`config.mk`:
```
export PLATFORM = sky130hd
export DESIGN_NAME = mem_bus_arbiter
export DESIGN_NICKNAME = d
export VERILOG_FILES = /design/src/rtl/mem_bus_arbiter_pkg.sv /design/src/rtl/mem_bus_arbiter.sv
export SDC_FILE = /design/constraint.sdc
export NUM_CORES = 1
export LEC_CHECK = 0
export CAP_MARGIN = 10
export CELL_PAD_IN_SITES_DETAIL_PLACEMENT = 0
export CELL_PAD_IN_SITES_GLOBAL_PLACEMENT = 2
export CORE_UTILIZATION = 24
export CTS_CLUSTER_DIAMETER = 50
export CTS_CLUSTER_SIZE = 12
export DETAILED_ROUTE_END_ITERATION = 6
export GPL_TIMING_DRIVEN = 0
export PLACE_DENSITY_LB_ADDON = 0.1
export SYNTH_ARGS = -nofsm -noshare
export SYNTH_HDL_FRONTEND = slang
export SYNTH_SLANG_ARGS = --single-unit
```
`constraint.sdc`:
```
create_clock -name clk -period 5 [get_ports clk]
set_input_delay 1.5 -clock clk [delete_from_list [all_inputs] [get_ports clk]]
set_output_delay 1.5 -clock clk [all_outputs]
set_load 0.1 [all_outputs]
```
`src/rtl/mem_bus_arbiter_pkg.sv`:
```
// rtl/mem_bus_arbiter_pkg.sv - shared state encodings and constants for the fetch/data bus arbiter
//
// Contents:
//   arb_state_t          arbiter FSM state encoding
//   ZeroWord             all-zero data word (timeout read data, reset value)
//   ARB_DEFAULT_TIMEOUT  default bus-ack wait limit in cycles
//   ARB_CNT_W            width of the timeout counter (covers 1..255)
package mem_bus_arbiter_pkg;

    typedef enum logic [1:0] {
        ARB_IDLE     = 2'd0,
        ARB_IF_BUSY  = 2'd1,
        ARB_DM_BUSY  = 2'd2,
        ARB_IF_DRAIN = 2'd3
    } arb_state_t;

    localparam logic [31:0] ZeroWord            = 32'h0000_0000;
    localparam int          ARB_DEFAULT_TIMEOUT = 255;
    localparam int          ARB_CNT_W           = 8;

endpackage

```
`src/rtl/mem_bus_arbiter.sv`:
```
// rtl/mem_bus_arbiter.sv - single-bus arbiter between instruction fetch and data memory stages
//
// Ports:
//   clk, rst                 clock, synchronous active-high reset
//   if_req_i/if_addr_i       fetch request (level) and address
//   if_flush_i               cancels the pending or in-flight fetch
//   if_ack_o/if_rdata_o      one-cycle fetch completion and instruction word
//   dm_req_i/dm_we_i/...     data request (level), store flag, address, store data, byte enables
//   dm_ack_o/dm_rdata_o      one-cycle data completion and load data
//   stallreq_if_o/_mem_o     combinational stall requests to the pipeline control unit
//   bus_req_o/bus_*_o        registered bus command, held constant while a cycle is active
//   bus_ack_i/bus_rdata_i    single-cycle bus completion and read data
//   timeout_o                sticky bus-timeout flag, cleared only by rst
module mem_bus_arbiter
    import mem_bus_arbiter_pkg::*;
#(
    parameter int ADDR_W  = 32,
    parameter int DATA_W  = 32,
    parameter int TIMEOUT = ARB_DEFAULT_TIMEOUT
) (
    input  logic              clk,
    input  logic              rst,
    input  logic              if_req_i,
    input  logic [ADDR_W-1:0] if_addr_i,
    input  logic              if_flush_i,
    output logic              if_ack_o,
    output logic [DATA_W-1:0] if_rdata_o,
    input  logic              dm_req_i,
    input  logic              dm_we_i,
    input  logic [ADDR_W-1:0] dm_addr_i,
    input  logic [DATA_W-1:0] dm_wdata_i,
    input  logic [3:0]        dm_sel_i,
    output logic              dm_ack_o,
    output logic [DATA_W-1:0] dm_rdata_o,
    output logic              stallreq_if_o,
    output logic              stallreq_mem_o,
    output logic              bus_req_o,
    output logic              bus_we_o,
    output logic [ADDR_W-1:0] bus_addr_o,
    output logic [DATA_W-1:0] bus_wdata_o,
    output logic [3:0]        bus_sel_o,
    input  logic              bus_ack_i,
    input  logic [DATA_W-1:0] bus_rdata_i,
    output logic              timeout_o
);

    // The counter holds the number of completed busy cycles without an ack,
    // so the last allowed busy cycle is the one where it reads TIMEOUT-1.
    localparam logic [ARB_CNT_W-1:0] CNT_LAST = ARB_CNT_W'(TIMEOUT - 1);

    arb_state_t           state, state_d;
    logic [ARB_CNT_W-1:0] cnt, cnt_d;
    logic                 bus_req_d, bus_we_d;
    logic [ADDR_W-1:0]    bus_addr_d;
    logic [DATA_W-1:0]    bus_wdata_d;
    logic [3:0]           bus_sel_d;
    logic                 if_ack_d, dm_ack_d, timeout_d;
    logic [DATA_W-1:0]    if_rdata_d, dm_rdata_d;
    logic                 timed_out;

    assign stallreq_if_o  = if_req_i & ~if_ack_o;
    assign stallreq_mem_o = dm_req_i & ~dm_ack_o;

    always_ff @(posedge clk) begin
        if (rst) begin
            state       <= ARB_IDLE;
            cnt         <= '0;
            bus_req_o   <= 1'b0;
            bus_we_o    <= 1'b0;
            bus_addr_o  <= '0;
            bus_wdata_o <= '0;
            bus_sel_o   <= 4'h0;
            if_ack_o    <= 1'b0;
            dm_ack_o    <= 1'b0;
            if_rdata_o  <= DATA_W'(ZeroWord);
            dm_rdata_o  <= DATA_W'(ZeroWord);
            timeout_o   <= 1'b0;
        end else begin
            state       <= state_d;
            cnt         <= cnt_d;
            bus_req_o   <= bus_req_d;
            bus_we_o    <= bus_we_d;
            bus_addr_o  <= bus_addr_d;
            bus_wdata_o <= bus_wdata_d;
            bus_sel_o   <= bus_sel_d;
            if_ack_o    <= if_ack_d;
            dm_ack_o    <= dm_ack_d;
            if_rdata_o  <= if_rdata_d;
            dm_rdata_o  <= dm_rdata_d;
            timeout_o   <= timeout_d;
        end
    end

    always_comb begin
        state_d     = state;
        cnt_d       = cnt;
        bus_req_d   = bus_req_o;
        bus_we_d    = bus_we_o;
        bus_addr_d  = bus_addr_o;
        bus_wdata_d = bus_wdata_o;
        bus_sel_d   = bus_sel_o;
        if_ack_d    = 1'b0;
        dm_ack_d    = 1'b0;
        if_rdata_d  = if_rdata_o;
        dm_rdata_d  = dm_rdata_o;
        timeout_d   = timeout_o;
        timed_out   = (cnt == CNT_LAST);

        case (state)
            ARB_IDLE: begin
                // A requester whose ack is high this cycle is still holding
                // req for the completed access, so it must not be regranted.
                if (dm_req_i && !dm_ack_o) begin
                    state_d     = ARB_DM_BUSY;
                    cnt_d       = '0;
                    bus_req_d   = 1'b1;
                    bus_we_d    = dm_we_i;
                    bus_addr_d  = dm_addr_i;
                    bus_wdata_d = dm_wdata_i;
                    bus_sel_d   = dm_sel_i;
                end else if (if_req_i && !if_ack_o && !if_flush_i) begin
                    state_d    = ARB_IF_BUSY;
                    cnt_d      = '0;
                    bus_req_d  = 1'b1;
                    bus_we_d   = 1'b0;
                    bus_addr_d = if_addr_i;
                    bus_sel_d  = 4'hF;
                end
            end

            ARB_DM_BUSY: begin
                if (bus_ack_i) begin
                    state_d   = ARB_IDLE;
                    bus_req_d = 1'b0;
                    dm_ack_d  = 1'b1;
                    if (!bus_we_o) begin
                        dm_rdata_d = bus_rdata_i;
                    end
                end else if (timed_out) begin
                    state_d    = ARB_IDLE;
                    bus_req_d  = 1'b0;
                    dm_ack_d   = 1'b1;
                    dm_rdata_d = DATA_W'(ZeroWord);
                    timeout_d  = 1'b1;
                end else begin
                    cnt_d = cnt + 1'b1;
                end
            end

            ARB_IF_BUSY: begin
                if (bus_ack_i) begin
                    state_d   = ARB_IDLE;
                    bus_req_d = 1'b0;
                    if (!if_flush_i) begin
                        if_ack_d   = 1'b1;
                        if_rdata_d = bus_rdata_i;
                    end
                end else if (timed_out) begin
                    state_d   = ARB_IDLE;
                    bus_req_d = 1'b0;
                    timeout_d = 1'b1;
                    if (!if_flush_i) begin
                        if_ack_d   = 1'b1;
                        if_rdata_d = DATA_W'(ZeroWord);
                    end
                end else begin
                    // A flushed fetch keeps its bus cycle running so the bus
                    // protocol stays intact; only the result is discarded.
                    if (if_flush_i) begin
                        state_d = ARB_IF_DRAIN;
                    end
                    cnt_d = cnt + 1'b1;
                end
            end

            ARB_IF_DRAIN: begin
                if (bus_ack_i) begin
                    state_d   = ARB_IDLE;
                    bus_req_d = 1'b0;
                end else if (timed_out) begin
                    state_d   = ARB_IDLE;
                    bus_req_d = 1'b0;
                    timeout_d = 1'b1;
                end else begin
                    cnt_d = cnt + 1'b1;
                end
            end

            default: begin
                state_d   = ARB_IDLE;
                bus_req_d = 1'b0;
            end
        endcase
    end

endmodule

```
-- Word-level counts from Yosys, hierarchy flattened
Cells that the tools add are included.
- $add $sub $neg: 1
- equal/unequal tests: 13
- muxes and demuxes: 36
- bitwise operators: 7
- reduce and logical (&&, ||, !) cells: 21
- operator list (kind ; count):
    32-bit two-way mux ; 9
    8-bit two-way mux ; 4
    8-bit case mux with 2 select lines ; 1
    2-bit two-way mux ; 7
    3-bit AND reduction ; 4
    1-bit two-way mux ; 11
    2-bit != test, second input constant ; 5
    8-bit by 1-bit adder with 8-bit output, second input constant ; 1
    8-bit == test, second input constant ; 1
    4-bit two-way mux ; 2
    3-bit by 1-bit != test with 1-bit output, second input constant ; 2
    2-bit case mux with 3 select lines ; 1
    2-bit AND reduction ; 3
    2-bit OR reduction ; 3
    1-bit inverter ; 5
    2-bit == test, second input constant ; 2
    4-bit != test, second input constant ; 1
    4-bit AND reduction ; 1
    2-bit nonzero test ; 2
    1-bit logical AND ; 3
    1-bit logical NOT ; 3
    3-bit != test, second input constant ; 1
    3-bit OR reduction ; 1
    1-bit bitwise AND ; 2
    3 further kinds ; 3
- register bits: 147
- input bits: 139
- output and inout bits: 139
- word-level logic and storage cells: 90

-- Logic depth before layout (Yosys ltp)
- depth in word-level cells: 6
- mapped depth: 8

-- Least setup slack after synthesis
No wires, ideal clock.
- kind: input to output
- from: input if_req_i
- to: output stallreq_if_o
- arrival: 2.834 ns
- data required time: 3.500 ns
- slack: 0.666 ns
- stages: 1
- cell sequence: nor2b_1
- word-level cells in the longest chain between the ends: 1
- ends and longest elaborated chain (element ; line ; RTL):
    start, declared ; mem_bus_arbiter.sv:23 ; input logic if_req_i,
    1-bit bitwise AND ; mem_bus_arbiter.sv:61 ; assign stallreq_if_o = if_req_i & ~if_ack_o;
    end, declared ; mem_bus_arbiter.sv:35 ; output logic stallreq_if_o,
Every way passes these cells.

-- Worst setup path after layout
- from: input dm_req_i
- to: output stallreq_mem_o
- word-level cells in the longest chain between the ends: 1
- ends and longest elaborated chain (element ; line ; RTL):
    start, declared ; mem_bus_arbiter.sv:28 ; input logic dm_req_i,
    1-bit bitwise AND ; mem_bus_arbiter.sv:62 ; assign stallreq_mem_o = dm_req_i & ~dm_ack_o;
    end, declared ; mem_bus_arbiter.sv:36 ; output logic stallreq_mem_o,
Every way passes these cells.

==> impl_metrics.tcl <==
set metrics [dict create \
    status "completed" \
    grt_pass1_vias 4977 \
    timing.rr.start "cnt[0]" \
    synth_edf_count 0 \
    clk_pin_slew_worst_paths_ns 0.06 \
    slew_violations 0 \
    place_hpwl_um 13170 \
    critPathKind "in2out" \
    grt_setup_unrepaired "no" \
    synth_cells 519 \
    grt_max_degree 17 \
    ys_seq_elements 147 \
    tightest_slew_ns 1.038 \
    core_area_um2 21760 \
    holdPathEnd "bus_wdata_o[7]" \
    n_fill_cell 2124 \
    place_ws_ns -0.4846 \
    drc_errors 0 \
    die_y_um 150.9 \
    post-route-util_pct 41.64 \
    reg2reg_slack_ns 2.99 \
    grt_pass1_wl_um 26800 \
    ys_seq_area_share_pct 55.33 \
    antenna_found_initial 0 \
    seqCellArea_um2 2943 \
    crit_start "dm_req_i" \
    grt_use_total_pct 15.29 \
    cts_hold_buf 0 \
    htreeDepth 4 \
    cp-end-kind "output port" \
    first_iter_violations 149 \
    maxCapViolCount 0 \
    synthToLayoutAreaGrowth_pct 70.31 \
    syn_area_um2 5319 \
    dieArea_um2 22760 \
    fin_worst_skew_ns 0.008771 \
    synth_ff_type "dfxtp_1" \
    via_per_inst 4.519 \
    leakagePower_nw 3.428 \
    required_ns 3.50 \
    start_util_pct 24.45 \
    vias 5002 \
    dpl_cell_area_um2 8442 \
    final_cell_mix "276 x clkdlybuf4s50_1, 147 x dfxtp_1, 68 x nand2_1" \
    whs_path_depth 2 \
    synth_cell_types 42 \
    ir_drop_v 0.0001917 \
    max-slew-margin-rel_pct 30.58 \
    cts_num_sinks 147 \
    grt_overflow 0 \
    place_congestion 0.7600 \
    async_flop_share_pct 0 \
    cts_tree "done" \
    syn_nets 660 \
    portBuffers 277 \
    period_minus_slack_ns 4.872 \
    max_freq_mhz 205.2 \
    multi_input_comb_area_um2 2150 \
    arrival_ns 3.37 \
    fin_crit_sh_pct 97.45 \
    wl_per_cell_um 15.92 \
    power.density_nw_per_um2 402.6 \
    reg2reg_depth 8 \
    num_rows 54 \
    clock_latency_ns 0.41 \
    setup_ws_ns 0.1277 \
    setup_violations 0 \
    yosys_warnings 0 \
    ant_nets 0 \
    start_kind "input pin" \
    numCtsBuffers 17 \
    min-delay-start "bus_wdata_o[7]" \
    r2r-end "if_rdata_o[30]" \
    clock_path_buffers 2 \
    min_path_type "reg2reg" \
    syn_area_per_cell_um2 10.25 \
    drtPass1Iterations 5 \
    hold_viol 0 \
    clockRootBuffer "clkbuf_16" \
    nets 956 \
    routed_wl_um 17620 \
    io_pins 278 \
    fin_area_um2 9059 \
    final_common_cell "clkdlybuf4s50_1" \
    drive_above_1_share_pct 8.102 \
    die_width_um 150.9 \
    cp_max_fo 10 \
    diodes 0 \
]
## cell families after synthesis
family          synth area share, %
flops                         55.33
buf+inv                       4.258
compound gates                22.04
simple gates                  11.39
mux                           6.022
xor+xnor                     0.4941
fa+ha+maj                    0.4704
## synth_stat cells (all sizes together), types with 2 or more instances
master  count  share of area [%]
nor4        2               0.24
o221a       4               0.85
nand2      68                4.8
mux2i      32                6.0
nor3b       2               0.49
a22o       64                 11
nand3       3               0.28
clkbuf     14               0.99
a21oi      39                3.7
inv         2               0.14
dfxtp     147                 55
nand4       2               0.24
ha          2               0.47
nor3        6               0.56
xnor2       3               0.49
o21ai       2               0.19
nand2b      3               0.35
nor2b       2               0.24
a211oi     34                4.8
o21a        4               0.71
buf        26                3.1
nor2       43                3.0
## report_power, final
part	switching, mW	internal (mW)	leakage (nW)
Clock	0.524	0.806	0.292
Sequential	0.0428	1.25	1.20
Combinational	0.729	0.299	1.94
Total	1.30	2.35	3.43
## per-stage QoR
step	power (mW)	hold slack [ns]	instances	TNS, ns
6_report	3.647	0.4523	1107	0
5_1_grt	3.801	0.4783	1107	0
2_1_floorplan	2.019	0.4799	519	0
3_5_place_dp	2.349	0.4476	1076	-0.4846
3_3_place_gp	2.343	0.4432	1076	-0.4613
4_1_cts	3.704	0.4574	1107	0
## how the worst max path moves through the flow
stage               cells past startpoint        endpoint
finish                                  5  stallreq_mem_o
global placement                        5  stallreq_mem_o
CTS                                     5  stallreq_mem_o
detailed placement                      5  stallreq_mem_o
global route                            5  stallreq_mem_o
floorplan                               1   stallreq_if_o
## state kept, by name, summed over array words and instances, names as in the netlist
signal,count
bus_addr_o,32
bus_wdata_o,32
dm_rdata_o,32
if_rdata_o,32
cnt,8
bus_sel_o,4
state,2
bus_req_o,1
bus_we_o,1
dm_ack_o,1
if_ack_o,1
timeout_o,1
## worst max-delay path: stages
cell and delay, ns:
clkdlybuf4s50_1 0.47, nor2b_1 0.15, buf_2 0.27, buf_2 0.36
clkdlybuf4s15_2 0.61
## cell type report
| type | count | area share, % |
|---|---|---|
| Buffer | 40 | 2.417 |
| Clock buffer | 18 | 4.848 |
| Inverter | 2 | 0.08287 |
| Sequential cell | 147 | 32.49 |
| Clock inverter | 13 | 1.948 |
| Multi-Input combinational cell | 330 | 23.73 |
| Timing Repair Buffer | 277 | 30.62 |
| Tap cell | 280 | 3.867 |
## per-layer routing
layer	vias up	global-route usage, %	part of all wire, %
met1	2338	18.45	44
met2	191	25.05	46
met3	5	6.325	8.8
met5	-	0	0
met4	0	3.750	0.61
li1	2468	-	-
## repair_timing
| item | in CTS | in global routing |
|---|---|---|
| setup endpoints to repair | 1 | 0 |
| resized for setup | 3 | 0 |
| buffers inserted | 0 | 0 |
Note: power is estimated with default switching activity, not from simulation.
